===== src/rtl/keypad_scanner.sv =====
// keypad_scanner: matrix keypad scanner with per-key debounce and
// press/release events over a valid/ready handshake.
//
// Optional feature macro: KEYPAD_AUTOREPEAT_EN
//   Defined   -> a single held key re-reports as a press after
//                REPEAT_DELAY_SCANS full scans, then every REPEAT_RATE_SCANS.
//   Undefined -> exactly one press and one release per debounced transition.
//
// Event handshake: evt_valid/evt_code/evt_press form one registered event.
// Once evt_valid is high, code and press stay stable until a rising edge
// sees evt_valid && evt_ready. A new event may load on that same edge.
// While an event waits unaccepted, the scan holds in EMIT, so no event is
// ever dropped or overwritten.

module keypad_scanner #(
   parameter int ROWS           = 4,
   parameter int COLS           = 4,
   parameter int SETTLE_CYCLES  = 512,
   parameter int DEBOUNCE_SCANS = 3,
`ifdef KEYPAD_AUTOREPEAT_EN
   parameter int REPEAT_DELAY_SCANS = 64,
   parameter int REPEAT_RATE_SCANS  = 16,
`endif
   localparam int KW = $clog2(ROWS*COLS)
) (
   input  logic                 clk,
   input  logic                 rst_n,
   input  logic [COLS-1:0]      cols,
   output logic [ROWS-1:0]      rows,
   output logic                 evt_valid,
   input  logic                 evt_ready,
   output logic [KW-1:0]        evt_code,
   output logic                 evt_press,
   output logic                 key_pressed,
   output logic [ROWS*COLS-1:0] key_map
);

   localparam int NK = ROWS*COLS;
   localparam int RW = $clog2(ROWS);
   localparam int CW = $clog2(COLS);
   localparam int SW = $clog2(SETTLE_CYCLES);
   localparam logic [3:0] DB_TARGET = 4'(DEBOUNCE_SCANS);

   typedef enum logic [1:0] {
      S_DRIVE  = 2'd0,
      S_SAMPLE = 2'd1,
      S_EMIT   = 2'd2,
      S_NEXT   = 2'd3
   } state_t;

   state_t            state;
   logic [RW-1:0]     row_idx;
   logic [RW-1:0]     row_nxt;
   logic [SW-1:0]     settle_cnt;
   logic [COLS-1:0]   pending;
   logic [3:0]        db_cnt [NK];

   logic [1:0]        rst_pipe;
   logic              rst_core_n;
   logic [COLS-1:0]   cols_meta;
   logic [COLS-1:0]   cols_sync;

   logic [KW-1:0]     key_base;
   logic [KW-1:0]     samp_key [COLS];
   logic [COLS-1:0]   samp_diff;
   logic [COLS-1:0]   samp_flip;

   logic              have_flip;
   logic [CW-1:0]     take_col;
   logic [KW-1:0]     take_key;
   logic              take_ok;
   logic              take;
   logic [NK-1:0]     key_map_nxt;

`ifdef KEYPAD_AUTOREPEAT_EN
   logic              single;
   logic [KW-1:0]     single_code;
   logic              scan_end;
   logic              rep_take;
   logic [15:0]       rep_cnt;
   logic              rep_armed;
   logic              rep_pend;
`endif

   // Reset: asserts immediately, releases two clocks after rst_n rises.
   always_ff @(posedge clk or negedge rst_n) begin
      if (!rst_n) rst_pipe <= 2'b00;
      else        rst_pipe <= {rst_pipe[0], 1'b1};
   end

   assign rst_core_n = rst_pipe[1];

   // Two-stage synchroniser for the asynchronous column pins (idle = high).
   always_ff @(posedge clk or negedge rst_core_n) begin
      if (!rst_core_n) begin
         cols_meta <= '1;
         cols_sync <= '1;
      end else begin
         cols_meta <= cols;
         cols_sync <= cols_meta;
      end
   end

   // Per-column sample decode: key index, raw-vs-debounced difference, flip.
   always_comb begin
      key_base  = KW'(int'(row_idx) * COLS);
      samp_key  = '{default: '0};
      samp_diff = '0;
      samp_flip = '0;
      for (int c = 0; c < COLS; c++) begin
         samp_key[c]  = key_base + KW'(c);
         samp_diff[c] = (~cols_sync[c]) ^ key_map[samp_key[c]];
         samp_flip[c] = samp_diff[c] && ((db_cnt[samp_key[c]] + 4'd1) == DB_TARGET);
      end
   end

   // Lowest pending column wins; a flip is only taken when the event slot is free.
   always_comb begin
      have_flip = 1'b0;
      take_col  = '0;
      for (int c = COLS-1; c >= 0; c--) begin
         if (pending[c]) begin
            have_flip = 1'b1;
            take_col  = CW'(c);
         end
      end
      take_ok     = (state == S_EMIT) && !(evt_valid && !evt_ready);
      take        = take_ok && have_flip;
      take_key    = key_base + KW'(take_col);
      key_map_nxt = key_map;
      if (take) key_map_nxt[take_key] = ~key_map[take_key];
      row_nxt     = (row_idx == RW'(ROWS-1)) ? '0 : row_idx + RW'(1);
   end

`ifdef KEYPAD_AUTOREPEAT_EN
   // Single-key detection and its code, used for autorepeat.
   always_comb begin
      single      = (key_map != '0) && ((key_map & (key_map - NK'(1))) == '0);
      single_code = '0;
      for (int i = 0; i < NK; i++) begin
         if (key_map[i]) single_code = KW'(i);
      end
      scan_end = (state == S_NEXT) && (row_idx == RW'(ROWS-1));
      rep_take = take_ok && !have_flip && rep_pend;
   end

   // Repeat timer: counts full scans while exactly one key is held.
   always_ff @(posedge clk or negedge rst_core_n) begin
      if (!rst_core_n) begin
         rep_cnt   <= '0;
         rep_armed <= 1'b0;
         rep_pend  <= 1'b0;
      end else if (!single || take) begin
         rep_cnt   <= '0;
         rep_armed <= 1'b0;
         rep_pend  <= 1'b0;
      end else begin
         if (rep_take) rep_pend <= 1'b0;
         if (scan_end) begin
            if ((rep_cnt + 16'd1) == (rep_armed ? 16'(REPEAT_RATE_SCANS)
                                                : 16'(REPEAT_DELAY_SCANS))) begin
               rep_cnt   <= '0;
               rep_armed <= 1'b1;
               rep_pend  <= 1'b1;
            end else begin
               rep_cnt <= rep_cnt + 16'd1;
            end
         end
      end
   end
`endif

   // Debounce counters: count consecutive differing scans, clear on agreement or flip.
   always_ff @(posedge clk or negedge rst_core_n) begin
      if (!rst_core_n) begin
         for (int i = 0; i < NK; i++) db_cnt[i] <= '0;
      end else if (state == S_SAMPLE) begin
         for (int c = 0; c < COLS; c++) begin
            if (samp_diff[c] && !samp_flip[c])
               db_cnt[samp_key[c]] <= db_cnt[samp_key[c]] + 4'd1;
            else
               db_cnt[samp_key[c]] <= '0;
         end
      end
   end

   // Debounced map and any-key level, updated in the cycle a flip is taken.
   always_ff @(posedge clk or negedge rst_core_n) begin
      if (!rst_core_n) begin
         key_map     <= '0;
         key_pressed <= 1'b0;
      end else begin
         key_map     <= key_map_nxt;
         key_pressed <= |key_map_nxt;
      end
   end

   // Scan FSM with registered row drive and event register.
   always_ff @(posedge clk or negedge rst_core_n) begin
      if (!rst_core_n) begin
         state      <= S_DRIVE;
         row_idx    <= '0;
         settle_cnt <= '0;
         rows       <= '1;
         pending    <= '0;
         evt_valid  <= 1'b0;
         evt_code   <= '0;
         evt_press  <= 1'b0;
      end else begin
         if (evt_valid && evt_ready) evt_valid <= 1'b0;
         case (state)
            S_DRIVE: begin
               rows <= ~(ROWS'(1) << row_idx);
               if (settle_cnt == SW'(SETTLE_CYCLES-1)) begin
                  settle_cnt <= '0;
                  state      <= S_SAMPLE;
               end else begin
                  settle_cnt <= settle_cnt + SW'(1);
               end
            end
            S_SAMPLE: begin
               pending <= samp_flip;
               state   <= S_EMIT;
            end
            S_EMIT: begin
               if (take) begin
                  evt_valid         <= 1'b1;
                  evt_code          <= take_key;
                  evt_press         <= ~key_map[take_key];
                  pending[take_col] <= 1'b0;
`ifdef KEYPAD_AUTOREPEAT_EN
               end else if (rep_take) begin
                  evt_valid <= 1'b1;
                  evt_code  <= single_code;
                  evt_press <= 1'b1;
`endif
               end else if (take_ok) begin
                  state <= S_NEXT;
               end
            end
            S_NEXT: begin
               row_idx <= row_nxt;
               rows    <= ~(ROWS'(1) << row_nxt);
               state   <= S_DRIVE;
            end
            default: state <= S_DRIVE;
         endcase
      end
   end

endmodule


===== config.mk =====
export PLATFORM = sky130hd
export DESIGN_NAME = keypad_scanner
export DESIGN_NICKNAME = d
export VERILOG_FILES = /design/src/rtl/keypad_scanner.sv
export SDC_FILE = /design/constraint.sdc
export NUM_CORES = 1
export LEC_CHECK = 0
export CAP_MARGIN = 25
export CORE_ASPECT_RATIO = 0.6
export CORE_MARGIN = 2
export CORE_UTILIZATION = 25
export DETAILED_ROUTE_END_ITERATION = 8
export PLACE_DENSITY = 0.46
export SLEW_MARGIN = 20
export SYNTH_ARGS = -nofsm -noshare
export SYNTH_HDL_FRONTEND = slang
export SYNTH_SLANG_ARGS = --single-unit

===== constraint.sdc =====
create_clock -name clk -period 10.2 [get_ports clk]
set_clock_uncertainty 0.1 [all_clocks]
set_input_delay 3.06 -clock clk [delete_from_list [all_inputs] [get_ports clk]]
set_output_delay 3.06 -clock clk [all_outputs]
set_load 0.03 [all_outputs]

* Word level (Yosys, flattened, before mapping)
Index checks and enable logic that the tools add are counted.
Word-level totals: register bits 118, bits of input ports 7, output and inout port bits 27, word-level logic and storage cells 193
Operators by class: eq/ne operators 13, bitwise logic cells 25, multiplexer cells 67, reduce and logical (&&, ||, !) cells 31, shift-type cells 2, add/sub/neg operators 10, order comparisons 16
Operators with widths (count):
- 2-to-1 mux 64 bit | 7
- AND 64 bit | 4
- bitwise mux 64 bit | 4
- NOT 64 bit | 4
- binary-select mux 4 bit (select 4 bit) | 4
- demux 4 bit (select 4 bit) | 4
- 2-to-1 mux 4 bit | 13
- less-than comparator 4 x 5 -> 1 bit (second input constant) | 5
- adder 4 x 1 -> 4 bit (second input constant) | 5
- greater-or-equal comparator 5 bit (second input constant) | 4
- less-than comparator 5 x 1 -> 1 bit (second input constant) | 4
- NOT 4 -> 5 bit | 4
- logical AND 1 bit | 18
- binary-select mux 1 bit (select 4 bit) | 4
- bitwise mux 16 bit | 1
- == test 4 x 2 -> 1 bit (second input constant) | 4
- 2-to-1 mux 16 bit | 1
- 2-to-1 mux 2 bit | 8
- case mux 4 bit (2 select lines) | 2
- OR reduction 16 bit | 1
- 2-to-1 mux 1 bit | 14
- NOT 4 bit | 3
- adder 9 x 1 -> 9 bit (second input constant) | 1
- == test 9 bit (second input constant) | 1
- 23 further kinds | 44

* Logic depth before layout (Yosys ltp)
Gate-level depths: netlist of the first run.
depth in word-level cells 19, gate-level depth with buffers 11, depth with buffers taken out 9

* Least setup slack after synthesis of the first run
No wires, ideal clock.
path kind input -> register, start in evt_ready, end reg key_pressed, required time 9971 ps, path buffers 2, setup time 129 ps, data arrival time 4753 ps, stages on the path 7, setup slack 5218 ps, path through nand2b_1 buf_2 and2_1 clkbuf_1 a311oi_1 or4b_1 a2111o_1
On the way: word-level cells in the longest chain between the ends 7
RTL lines:
- start: declaration | RTL line 31 | input logic evt_ready,
- zero test 1 bit | RTL line 127 | take_ok = (state == S_EMIT) && !(evt_valid && !evt_ready);
- logical AND 1 bit | RTL line 127
- zero test 1 bit | RTL line 127
- logical AND 1 bit | RTL line 127
- logical AND 1 bit | RTL line 128 | take = take_ok && have_flip;
- 2-to-1 mux 16 bit | RTL line 131 | if (take) key_map_nxt[take_key] = ~key_map[take_key];
- OR reduction 16 bit | RTL line 194 | key_pressed <= |key_map_nxt;
- end signal: assignment | RTL line 194
- end: declaration | RTL line 34 | output logic key_pressed,
No other way between the ends. A chain may end at the register's enable or synchronous reset.

* Final worst setup path of the first run
Same ends and word-level chain as after synthesis.

==> impl_metrics.py, run 1 <==
metrics = {
    "place": {
        "io_buffers": 33,
        "place_ws_ns": 4.463,
        "hpwl_microns": 11430,
        "gp_congestion": 0.9142,
    },
    "die": {
        "core_sq_mm": 0.02506,
        "die_w_microns": 209.4,
        "die-height_microns": 127.3,
        "die_area_sq_mm": 0.02665,
        "floorplan.initialDensity": 0.2526,
        "placementRows": 45,
        "io_pins": 34,
    },
    "sta": {
        "maxSlewHeadroom": 0.3282,
        "fmax_ghz": 0.1881,
        "rsz0062_at_grt": "no",
        "setup_viol": 0,
        "final-max-slew-violation-count": 0,
        "min_period_ns": 5.316,
        "tightestPinTransition_ns": 1.004,
        "finalHoldViolations": 0,
        "fin_ws_ns": 4.884,
        "fin_setup_tns_ns": 0,
        "fin_crit_sh": 0.5212,
    },
    "layout": {
        "mostFrequentLayoutCells": "104 x dfrtp_1, 80 x nand2_1, 43 x o21ai_0",
        "antenna_cells": 0,
        "drive_gt1_frac": 0.1656,
        "fin_util": 0.3014,
        "multi_input_area_sq_mm": 0.003072,
        "syn_to_final_growth_pct": 19.31,
        "fillerInstances": 2523,
        "final_common_cell": "dfrtp_1",
        "nNetsFinal": 651,
        "regArea_sq_mm": 0.002973,
    },
    "detailed_routing": {
        "firstDrtPassIters": 5,
        "detail-route-antenna-nets": 0,
        "wl_met3_microns": 1234,
        "vias_per_cell": 5.015,
        "wl_microns": 16890,
        "drc_errors": 0,
        "vias": 4829,
        "top_layer": "met4",
        "wl_met1_microns": 8587,
        "wl_met2_microns": 6849,
        "drtIter0Drc": 427,
        "post_drt_wl_per_cell_microns": 17.54,
    },
    "critical_path": {
        "critPathKind": "in2reg",
        "reg2regPathDepth": 7,
        "cp-end-kind": "flop",
        "reg2reg_slack_ns": 6.83,
        "crit_fanout": 18,
        "cp_slowest_cell": "or4b_1",
        "cp-start-kind": "input port",
        "slowest_delay_ns": 0.48,
        "reg2reg_to": "key_pressed$_DFF_PN0_",
        "crit_start": "evt_ready",
        "cp.arrival_ns": 5.53,
        "crit_chain": "clkdlybuf4s50_1 > nand2b_1 > and2_1 > a311oi_1 > or4b_1 > a2111o_1",
        "r2r-start": "row_idx[1]$_DFFE_PN0N_",
        "worst-endpoint-required_ns": 10.41,
    },
    "synth": {
        "synthArstFlopShare": 1.000,
        "synth_top_flop_cell": "dfrtp_1",
        "syn_inst": 601,
        "synth_area_sq_mm": 0.006330,
        "yosysTopAreaCell": "dfrtp_1",
        "synth_area_leaders": "dfrtp_1 42%, mux4_2 7.1%, dfstp_2 5.0%, nand2_1 4.8%, ha_1 4.5%",
        "yosys_warnings": 0,
        "ys_types": 60,
        "avgSynthCellArea_sq_um": 10.53,
        "yosysSeqAreaShare": 0.4689,
        "syn_nets": 631,
        "synth_edf_count": 0,
        "yosys_register_bits": 118,
        "synth_top_area_frac": 0.4191,
    },
    "global_routing": {
        "grt_max_degree": 82,
        "grt_first_pass_wirelength_microns": 27280,
        "grt_pass1_vias": 4738,
        "gr-total-overflow": 0,
        "antenna_found_initial": 0,
        "grtUsageTotal": 0.1347,
    },
    "clock_network": {
        "clock-root-buffer": "clkbuf_16",
        "htree_levels": 4,
        "cts_resized": 0,
        "post_cts_buffers": 0,
        "cts_tree": "yes",
        "numCtsBuffers": 17,
        "clock_sinks": 118,
        "clk_transition_reported_paths_ns": 0.06,
        "cts_buffer_depth": 2,
        "clkLatencyLatePin_ns": 0.44,
        "hold_buffers": 0,
    },
    "worst_hold_path": {
        "hp-class": "reg2async",
    },
    "run": {
        "cap_violations": 0,
    },
    "power": {
        "leakagePower_nw": 3.100,
        "pwr_density_cell_mw_per_mm2": 325.0,
        "vdd_drop_max_v": 0.0001146,
    },
    "status": {
        "status": "finished clean",
    },
}
worst max-delay path, delay by kind of cell:
family	cells	cell delay [ns]
buffers and inverters	1	0.39
AND/OR/NAND/NOR	3	1.29
AO/OA/AOI/OAI	2	0.77
cell usage after synthesis (all sizes together), types with 8 or more instances:
library cell,instances
dfrtp,106
nand2,81
o21ai,50
nor2,35
a21oi,27
clkbuf,27
inv,26
o31ai,26
ha,23
mux4,20
mux2,15
nand3,14
a22o,12
buf,12
dfstp,12
mux2i,8
xor2,8
report_power, final:
group	internal, W	switching, W	total [W]
sequential	0.000605	0.000121	0.000726
clock	0.000408	0.000220	0.000628
combinational	0.000396	0.000704	0.00110
total	0.00141	0.00104	0.00245
metal layers:
metal	vias up	global-route usage
li1	2234	-
met1	2422	0.2012
met2	153	0.1729
met3	20	0.04818
met4	0	0.05252
met5	-	0
worst max path at each step:
stage,to,slack (ns),cells after the start
after CTS,key_pressed$_DFF_PN0_,4.94,6
after detailed placement,key_pressed$_DFF_PN0_,4.46,6
after global placement,key_pressed$_DFF_PN0_,4.50,6
after global routing,key_pressed$_DFF_PN0_,4.82,6
final,key_pressed$_DFF_PN0_,4.88,6
after floorplan,key_pressed$_DFF_PN0_,5.22,7
registers in the layout, summed over array words and instances (netlist names):
| register | count |
|---|---|
| key_map | 16 |
| evt_code | 4 |
| settle_cnt | 9 |
| cols_sync | 4 |
| rows | 4 |
| evt_valid | 1 |
| rst_pipe | 2 |
| key_pressed | 1 |
| state | 2 |
| evt_press | 1 |
| cols_meta | 4 |
| pending | 4 |
| db_cnt | 64 |
| row_idx | 2 |
area by class of cell:
cell class / count / share of cell area
Sequential cell: 118 / 0.3936
Clock inverter: 8 / 0.01590
Tap cell: 329 / 0.05451
Multi-Input combinational cell: 418 / 0.4067
Timing Repair Buffer: 40 / 0.05119
Clock buffer: 24 / 0.06511
Inverter: 26 / 0.01292
metrics by stage:
step / hold slack (ns) / std cells / power (W) / cell area [sq um]
floorplan: 0.2312 / 601 / 0.001513 / 6330
global placement: 0.1917 / 931 / 0.001809 / 6934
detailed placement: 0.1996 / 931 / 0.001834 / 6937
CTS: 0.2133 / 963 / 0.002474 / 7548
global route: 0.2412 / 963 / 0.002626 / 7552
finish: 0.1895 / 963 / 0.002455 / 7552
cells by family after synthesis:
group | share of synthesized area
AO/OA/AOI/OAI | 0.1870
XOR/XNOR | 0.01799
adder cells (fa/ha/maj) | 0.04546
buffers and inverters | 0.04625
flip-flops | 0.4689
multiplexers | 0.1105
other | 0.0005924
AND/OR/NAND/NOR | 0.1233
(Power assumes the default switching activity.)
==> run 2, diff against run 1 <==
==> constraint.sdc (replaced) <==
create_clock -name clk -period 5.39 [get_ports clk]
set_clock_uncertainty 0.1 [all_clocks]
set_input_delay 1.617 -clock clk [delete_from_list [all_inputs] [get_ports clk]]
set_output_delay 1.617 -clock clk [all_outputs]
set_load 0.03 [all_outputs]
==> run 2 against run 1 <==
Effect of this change: non-clock buffer count increased by 2; die area did not move; cell area about the same; final cell count is 0.21% higher; core utilization barely moved; critical path depth is the same; setup slack worse by 3.4 ns; clock power up 78%; sequential share of layout area barely moved; wire length increased by 1.3%; largest cell class unchanged; highest routed layer unchanged.
==> impl_metrics.py, run 2 (synthesized netlist as in run 1, its figures left out) <==
metrics = {
    "clock_network": {
        "cts_resized": 0,
        "cts_tree": "yes",
        "clkLatencyLatePin_ns": 0.42,
        "clock-root-buffer": "clkbuf_16",
        "post_cts_buffers": 0,
        "hold_buffers": 0,
        "numCtsBuffers": 17,
        "htree_levels": 4,
        "clk_transition_reported_paths_ns": 0.06,
        "clock_sinks": 118,
        "cts_buffer_depth": 2,
    },
    "critical_path": {
        "worst-endpoint-required_ns": 5.59,
        "crit_chain": "clkdlybuf4s50_1 > nand2b_1 > and2_1 > a311oi_1 > or4b_1 > a2111o_1",
        "critPathKind": "in2reg",
        "crit_family": "simple AND/OR/NAND/NOR gates",
        "cp_slowest_cell": "or4b_1",
        "cp-end-kind": "flop",
        "slowest_delay_ns": 0.48,
        "reg2reg_slack_ns": 2.05,
        "cp.arrival_ns": 4.09,
        "cp-start-kind": "input port",
        "crit_fanout": 18,
        "critPathBufInv": 1,
    },
    "sta": {
        "fmax_ghz": 0.2571,
        "fin_crit_sh": 0.7217,
        "min_period_ns": 3.890,
        "setup_viol": 0,
        "finalHoldViolations": 0,
        "rsz0062_at_grt": "no",
        "maxSlewHeadroom": 0.3437,
        "fin_setup_tns_ns": 0,
        "tightestPinTransition_ns": 0.9811,
        "final-max-slew-violation-count": 0,
    },
    "detailed_routing": {
        "detail-route-antenna-nets": 0,
        "wl_microns": 17110,
        "drtIter0Drc": 355,
        "vias": 4841,
        "drc_errors": 0,
        "post_drt_wl_per_cell_microns": 17.73,
        "firstDrtPassIters": 5,
        "vias_per_cell": 5.017,
    },
    "die": {
        "placementRows": 45,
        "die_area_sq_mm": 0.02665,
        "die-height_microns": 127.3,
        "io_pins": 34,
        "die_w_microns": 209.4,
        "floorplan.initialDensity": 0.2526,
        "core_sq_mm": 0.02506,
    },
    "layout": {
        "largest_reg_flops": 64,
        "largest_registers": "db_cnt: 64 flops, key_map: 16 flops, settle_cnt: 9 flops",
        "nNetsFinal": 653,
        "final_common_cell": "dfrtp_1",
        "drive_gt1_frac": 0.1682,
        "mostFrequentLayoutCells": "104 x dfrtp_1, 80 x nand2_1, 43 x o21ai_0",
        "syn_to_final_growth_pct": 19.39,
        "top_register": "db_cnt",
        "finalNonFillerCells": 965,
        "antenna_cells": 0,
    },
    "place": {
        "hpwl_microns": 11770,
        "io_buffers": 33,
        "gp_congestion": 0.8195,
        "dp.cells": 932,
    },
    "global_routing": {
        "grt_first_pass_wirelength_microns": 28040,
        "grt_pass1_vias": 4907,
        "grtUsageTotal": 0.1379,
        "gr-total-overflow": 0,
        "grt_max_degree": 74,
        "antenna_found_initial": 0,
    },
    "power": {
        "pwr_density_cell_mw_per_mm2": 608.3,
        "leakagePower_nw": 3.107,
        "vdd_drop_max_v": 0.0001741,
    },
    "status": {
        "status": "finished clean",
    },
    "run": {
        "cap_violations": 0,
    },
    "worst_hold_path": {
        "hp-class": "reg2async",
    },
}
run 2: worst paths after layout:
kind | startpoint | endpoint | cells past startpoint
max reg2reg | row_idx[0]$_DFFE_PN0N_ | db_cnt[52]$_DFFE_PN0P_ | 6
max in group asynchronous | rst_n | rst_pipe[1]$_DFF_PN0_ | 1
min reg2reg | rst_pipe[1]$_DFF_PN0_ | pending[1]$_DFFE_PN0P_ | 0
max | evt_ready | key_pressed$_DFF_PN0_ | 6
min in group clk | rst_pipe[0]$_DFF_PN0_ | rst_pipe[1]$_DFF_PN0_ | 0
min | rst_pipe[1]$_DFF_PN0_ | pending[1]$_DFFE_PN0P_ | 0
run 2: metal layers:
metal / vias up / GRT usage / part of all wire
met1: 2481 / 0.2073 / 0.53
met5: - / 0 / 0
met2: 110 / 0.1855 / 0.41
li1: 2232 / - / -
met4: 0 / 0.05672 / 0.018
met3: 18 / 0.03466 / 0.042
run 2: cell type report:
class,instances,area (sq um)
tap,329,411.6
clock buffer,23,478.0
multi-input combinational,418,3072
clock inverter,9,100.1
sequential,118,2973
timing repair buffer,42,425.4
inverter,26,97.59
fill,2545,17500
run 2: per-stage QoR:
stage                     area [sq um]  setup slack [ns]    util  hold slack [ns]  power, W
after detailed placement          6952             1.035  0.2775           0.2347  0.003497
after global routing              7557             1.362  0.3016           0.1496  0.004946
after floorplan                   6330             1.780       -           0.2312  0.002863
final                             7557             1.500  0.3016           0.1271  0.004597
after global placement            6934             1.151  0.2768           0.2386  0.003431
after CTS                         7530             1.502  0.3005           0.2474  0.004644
run 2: power breakdown:
group	internal [W]	leakage (nW)	total (W)	switching [W]
sequential	0.00115	1.52	0.00140	0.000256
clock	0.000712	0.283	0.00112	0.000404
combinational	0.000757	1.31	0.00208	0.00132
